File: src/rtl/uart_pkg.sv
// Shared definitions for the UART transmit scheduler: FSM state encoding
// and the default frame timeout.
package uart_pkg;

  typedef enum logic [1:0] {
    ST_IDLE  = 2'd0,
    ST_LOAD  = 2'd1,
    ST_SEND  = 2'd2,
    ST_DRAIN = 2'd3
  } state_t;

  localparam int TIMEOUT_CYC_DEF = 4096;

endpackage

File: src/rtl/uart_rr_arb.sv
// Combinational round-robin arbiter. The search starts one past the last
// granted index and wraps modulo NUM_REQ. The first requester found wins.
module uart_rr_arb #(
  parameter int NUM_REQ = 4
) (
  input  logic [NUM_REQ-1:0]         req,
  input  logic [$clog2(NUM_REQ)-1:0] last_grant,
  output logic                       valid,
  output logic [$clog2(NUM_REQ)-1:0] winner
);

  localparam int IDW = $clog2(NUM_REQ);
  localparam logic [IDW:0] NREQ_W = (IDW+1)'(NUM_REQ);

  logic [IDW-1:0]     cand_idx [NUM_REQ];
  logic [NUM_REQ-1:0] cand_hit;

  // Candidate gi is the index at rotation distance gi+1 from the last grant.
  // The sum never exceeds 2*NUM_REQ-1, so one conditional subtract wraps it.
  for (genvar gi = 0; gi < NUM_REQ; gi++) begin : g_cand
    logic [IDW:0] sum;
    assign sum          = {1'b0, last_grant} + (IDW+1)'(gi + 1);
    assign cand_idx[gi] = (sum >= NREQ_W) ? IDW'(sum - NREQ_W) : sum[IDW-1:0];
    assign cand_hit[gi] = req[cand_idx[gi]];
  end

  // Priority pick: the closest candidate in rotation order wins.
  always_comb begin
    valid  = 1'b0;
    winner = '0;
    for (int k = NUM_REQ - 1; k >= 0; k--) begin
      if (cand_hit[k]) begin
        valid  = 1'b1;
        winner = cand_idx[k];
      end
    end
  end

endmodule

File: src/rtl/uart_tx_sched.sv
// UART transmit scheduler: arbitrates byte requesters round-robin and
// hands one byte at a time to a UART transmitter.
// Optional frame timeout: define UART_TX_SCHED_TIMEOUT_EN.
module uart_tx_sched
  import uart_pkg::*;
#(
  parameter int NUM_REQ     = 4,
  parameter int TIMEOUT_CYC = TIMEOUT_CYC_DEF
) (
  input  logic                       clk,
  input  logic                       rst_n,
  input  logic [NUM_REQ-1:0]         req_valid,
  input  logic [8*NUM_REQ-1:0]       req_data,
  output logic [NUM_REQ-1:0]         req_ready,
  output logic                       tx_din_rdy,
  output logic [7:0]                 tx_data,
  input  logic                       tx_start,
  input  logic                       tx_stop,
  output logic [$clog2(NUM_REQ)-1:0] grant_id,
  output logic                       busy,
  output logic                       err
);

  localparam int IDW = $clog2(NUM_REQ);

  state_t             state_reg, state_next;
  logic [IDW-1:0]     last_grant_reg, last_grant_next;
  logic [IDW-1:0]     grant_id_reg, grant_id_next;
  logic [7:0]         tx_data_reg, tx_data_next;
  logic [NUM_REQ-1:0] req_ready_reg, req_ready_next;
  logic               arb_valid;
  logic [IDW-1:0]     arb_win;
  logic               timeout;

  uart_rr_arb #(
    .NUM_REQ (NUM_REQ)
  ) u_arb (
    .req        (req_valid),
    .last_grant (last_grant_reg),
    .valid      (arb_valid),
    .winner     (arb_win)
  );

`ifdef UART_TX_SCHED_TIMEOUT_EN
  localparam int CW = $clog2(TIMEOUT_CYC + 1);
  logic [CW-1:0] cnt_reg, cnt_next;
  logic          err_reg, err_next;

  // The counter restarts on entry to each of LOAD and SEND, so each phase
  // gets TIMEOUT_CYC cycles.
  assign timeout = (cnt_reg == CW'(TIMEOUT_CYC - 1));
  assign err     = err_reg;
`else
  logic unused_timeout_cfg;
  assign unused_timeout_cfg = (TIMEOUT_CYC > 0);
  assign timeout = 1'b0;
  assign err     = 1'b0;
`endif

  // State and datapath registers.
  always_ff @(posedge clk or negedge rst_n) begin
    if (!rst_n) begin
      state_reg      <= ST_IDLE;
      last_grant_reg <= IDW'(NUM_REQ - 1);
      grant_id_reg   <= '0;
      tx_data_reg    <= 8'h00;
      req_ready_reg  <= '0;
`ifdef UART_TX_SCHED_TIMEOUT_EN
      cnt_reg        <= '0;
      err_reg        <= 1'b0;
`endif
    end else begin
      state_reg      <= state_next;
      last_grant_reg <= last_grant_next;
      grant_id_reg   <= grant_id_next;
      tx_data_reg    <= tx_data_next;
      req_ready_reg  <= req_ready_next;
`ifdef UART_TX_SCHED_TIMEOUT_EN
      cnt_reg        <= cnt_next;
      err_reg        <= err_next;
`endif
    end
  end

  // Next-state logic. The accept pulse is registered, so it appears
  // in the first LOAD cycle.
  always_comb begin
    state_next      = state_reg;
    last_grant_next = last_grant_reg;
    grant_id_next   = grant_id_reg;
    tx_data_next    = tx_data_reg;
    req_ready_next  = '0;
`ifdef UART_TX_SCHED_TIMEOUT_EN
    cnt_next        = '0;
    err_next        = err_reg;
`endif
    case (state_reg)
      ST_IDLE: begin
        if (arb_valid) begin
          req_ready_next[arb_win] = 1'b1;
          tx_data_next            = req_data[{arb_win, 3'b000} +: 8];
          grant_id_next           = arb_win;
          state_next              = ST_LOAD;
        end
      end
      ST_LOAD: begin
        // tx_start wins even when tx_stop is also high.
        if (tx_start) begin
          state_next = ST_SEND;
        end else if (timeout) begin
          state_next      = ST_IDLE;
          last_grant_next = grant_id_reg;
`ifdef UART_TX_SCHED_TIMEOUT_EN
          err_next        = 1'b1;
`endif
        end else begin
`ifdef UART_TX_SCHED_TIMEOUT_EN
          cnt_next = cnt_reg + 1'b1;
`endif
        end
      end
      ST_SEND: begin
        if (tx_stop) begin
          state_next = ST_DRAIN;
        end else if (timeout) begin
          state_next      = ST_IDLE;
          last_grant_next = grant_id_reg;
`ifdef UART_TX_SCHED_TIMEOUT_EN
          err_next        = 1'b1;
`endif
        end else begin
`ifdef UART_TX_SCHED_TIMEOUT_EN
          cnt_next = cnt_reg + 1'b1;
`endif
        end
      end
      ST_DRAIN: begin
        // Wait for the stop bit to end so a long stop cannot retrigger.
        if (!tx_stop) begin
          state_next      = ST_IDLE;
          last_grant_next = grant_id_reg;
        end
      end
      default: state_next = ST_IDLE;
    endcase
  end

  assign req_ready  = req_ready_reg;
  assign tx_din_rdy = (state_reg == ST_LOAD);
  assign busy       = (state_reg != ST_IDLE);
  assign tx_data    = tx_data_reg;
  assign grant_id   = grant_id_reg;

endmodule
File: config.mk
export PLATFORM = sky130hd
export DESIGN_NAME = uart_tx_sched
export DESIGN_NICKNAME = d
export VERILOG_FILES = /design/src/rtl/uart_pkg.sv /design/src/rtl/uart_rr_arb.sv /design/src/rtl/uart_tx_sched.sv
export SDC_FILE = /design/constraint.sdc
export NUM_CORES = 1
export LEC_CHECK = 0
export ABC_CLOCK_PERIOD_IN_PS = 3850
export CAP_MARGIN = 5
export CORE_UTILIZATION = 38
export CTS_BUF_LIST = sky130_fd_sc_hd__clkbuf_8 sky130_fd_sc_hd__clkbuf_16
export DETAILED_ROUTE_END_ITERATION = 12
export DONT_BUFFER_PORTS = 1
export PLACE_DENSITY = 0.49
export SLEW_MARGIN = 0
export SYNTH_ARGS = -nofsm -noshare
export SYNTH_HDL_FRONTEND = slang
export SYNTH_SLANG_ARGS = --single-unit
export TNS_END_PERCENT = 100
File: constraint.sdc
create_clock -name clk -period 3.85 [get_ports clk]
set_clock_uncertainty 0.05 [all_clocks]
set_input_delay 0.77 -clock clk [delete_from_list [all_inputs] [get_ports clk]]
set_output_delay 0.77 -clock clk [all_outputs]
set_load 0.01 [all_outputs]
==> results.yml <==
route:
  ant_nets: 0
  drt_iter0_markers: 39
  num_vias: 885
  drc_errors: 0
  wl_per_cell_um: 16.1
  drtPass1Iterations: 4
  via_per_inst: 5.94
  routed_wirelength_um: 2390
global_route:
  overflow: 0
  grt_pass1_vias: 843
  grt_max_degree: 19
  antenna_found_initial: 0
  grt_pass1_wl_um: 3900
  grtUsageTotal: 0.165
die:
  ioPinCount: 57
  die_h_um: 55.9
  coreArea_um2: 2760
  dieWidth_um: 55.9
  rows: 19
  dieArea_um2: 3130
  start_util: 0.401
synthesis:
  synth-edff-count: 0
  synth_cells: 118
  synth.cell_area_um2: 1100
  ys_types: 33
  ys_seq_area_frac: 0.410
  synth_top_cells_by_area: "dfrtp_1, a211oi_1, mux2i_1, dfstp_2, ha_1"
  ys_ff_latch: 18
  synthDominantCellAreaShare: 0.362
  synth.avg_cell_area_um2: 9.36
  async_flop_share: 1.00
  yosys_warnings: 0
  syn_nets: 162
  yosys.area.top_type: "dfrtp_1"
  ys.flop_type: "dfrtp_1"
  ys_top_cells_by_count: "a211oi_1, dfrtp_1, nor2_1"
pwr:
  internal_power_uw: 537
  switching_share: 0.426
  vdd_drop_max_mv: 0.513
  p_per_area_nw_per_um2: 796
  pwr-share-clk: 0.162
  combinationalPowerShare: 0.430
  power_frac_seq: 0.408
  switchingPower_uw: 398
  power.leakage_uw: 0.000507
sta:
  worst_pin_slew_ns: 0.808
  rsz0062_at_grt: "false"
  fmax_mhz: 406
  fin_crit_sh: 0.640
  hold_viol_final: 0
  slew_headroom: 0.460
  setup_viol: 0
  tns_ns: 0
  period_minus_slack_ns: 2.46
  maxSlewViolCount: 0
worst_hold_path:
  hold_class: "input pin to asynchronous set/reset pin"
clock_tree:
  clk_pin_slew_ns: 0.07
  numCtsBuffers: 3
  clockBufferDepth: 2
  htree_num_levels: 1
  cts_resized: 0
  clkSinkCount: 18
  cts_root_buf: "clkbuf_8"
  insertion_delay_ns: 0.25
  cts_tree: "yes"
  hold_buffers: 0
  post-cts-setup-buffers: 0
worst_setup_path:
  path_max_fanout: 12
  crit_end: "tx_data[5]"
  rr_startpoint: "state_reg[1]"
  rr_worst_depth: 7
  crit_start: "state_reg[1]"
  crit_arrival_ns: 2.53
  r2r_slack_ns: 1.39
  critPathCaptureType: "flop"
  path_class: "flop to flop"
  crit_path_start_kind: "flop"
  rr_endpoint: "tx_data[5]"
  crit_required_ns: 3.92
cells_and_area:
  diodes: 0
  stdcell_area_um2: 1170
  fin_nets: 163
  drive_gt1_frac: 0.102
  area_delta_synth_final_pct: 6.34
  fin_cells: 149
  largest_register_ffs: 8
flow_run:
  maxCapViolations: 0
place:
  dpl.cell_count: 145
  hpwlAfterDp_um: 1900
  placed_area_um2: 1120
  gp_congestion: 0.768
  io_buffers: 0
outcome:
  status: "complete, no violations"
## cell type report
cell class / instances / area (um2)
Clock buffer: 4 / 55.1
Inverter: 8 / 30.0
Fill cell: 288 / 1580
Multi-Input combinational cell: 88 / 598
Tap cell: 31 / 38.8
Sequential cell: 18 / 453
## logic make-up (layout without fill, tap and decap cells)
family | count (synthesis) | count (layout) | synth area share
other cells | 1 | 1 | 0.00339
compound gates | 32 | 32 | 0.206
mux | 11 | 11 | 0.102
flops | 18 | 18 | 0.410
fa+ha+maj | 4 | 4 | 0.0453
simple gates | 40 | 40 | 0.185
buf+inv | 12 | 12 | 0.0487
## through the flow
stage	total power [uW]	utilization	hold WS, ns	worst slack (ns)
global placement	784	0.406	0.425	1.46
floorplan	710	-	0.424	1.82
finish	936	0.426	0.154	1.39
CTS	949	0.426	0.142	1.37
detailed placement	792	0.406	0.425	1.39
global route	1020	0.426	0.135	1.14
## cells in the final DEF, fill, tap and decap left out, types with 2 or more instances in the layout
cell | synthesis | layout
a211oi_1 | 16 | 16
dfrtp_1 | 16 | 16
nor2_1 | 13 | 13
mux2i_1 | 9 | 9
inv_1 | 8 | 8
nand2_1 | 8 | 8
nor3_1 | 7 | 7
nand2b_1 | 4 | 4
ha_1 | 4 | 4
clkbuf_8 | 0 | 4
o21ai_1 | 3 | 3
o21ai_0 | 3 | 3
o31ai_1 | 3 | 3
mux2_2 | 2 | 2
dfstp_2 | 2 | 2
## worst min-delay path by stage
stage,start,end,slack (ns),cells past startpoint
floorplan,rst_n,grant_id[0],0.42,0
global placement,rst_n,req_ready[1],0.42,0
detailed placement,rst_n,tx_data[2],0.42,0
CTS,rst_n,tx_data[1],0.14,0
global route,rst_n,tx_data[1],0.14,0
finish,rst_n,tx_data[1],0.15,0
## power by group through the flow
stage | clock (uW) | sequential, uW | combinational, uW
global route | 167 | 395 | 454
CTS | 159 | 382 | 407
global placement | 0 | 384 | 399
detailed placement | 0 | 386 | 406
floorplan | 0 | 365 | 344
finish | 152 | 382 | 402
## worst max-delay path, stage by stage, from the launching register on
cell      delay [ns]
dfrtp_1         0.41
inv_1           0.11
ha_1            0.21
inv_1           0.11
nor2_1          0.64
o21ai_1         0.39
a211oi_1        0.32
a211oi_1        0.07
## layer usage
metal | global-route usage | wire length [um] | vias to the layer above
met5 | 0 | 0 | -
met3 | 0.0721 | 207 | 5
met4 | 0.0523 | 26 | 0
met2 | 0.275 | 1230 | 29
met1 | 0.190 | 932 | 427
li1 | - | - | 424
No activity file was read; power rests on OpenSTA's default activity.
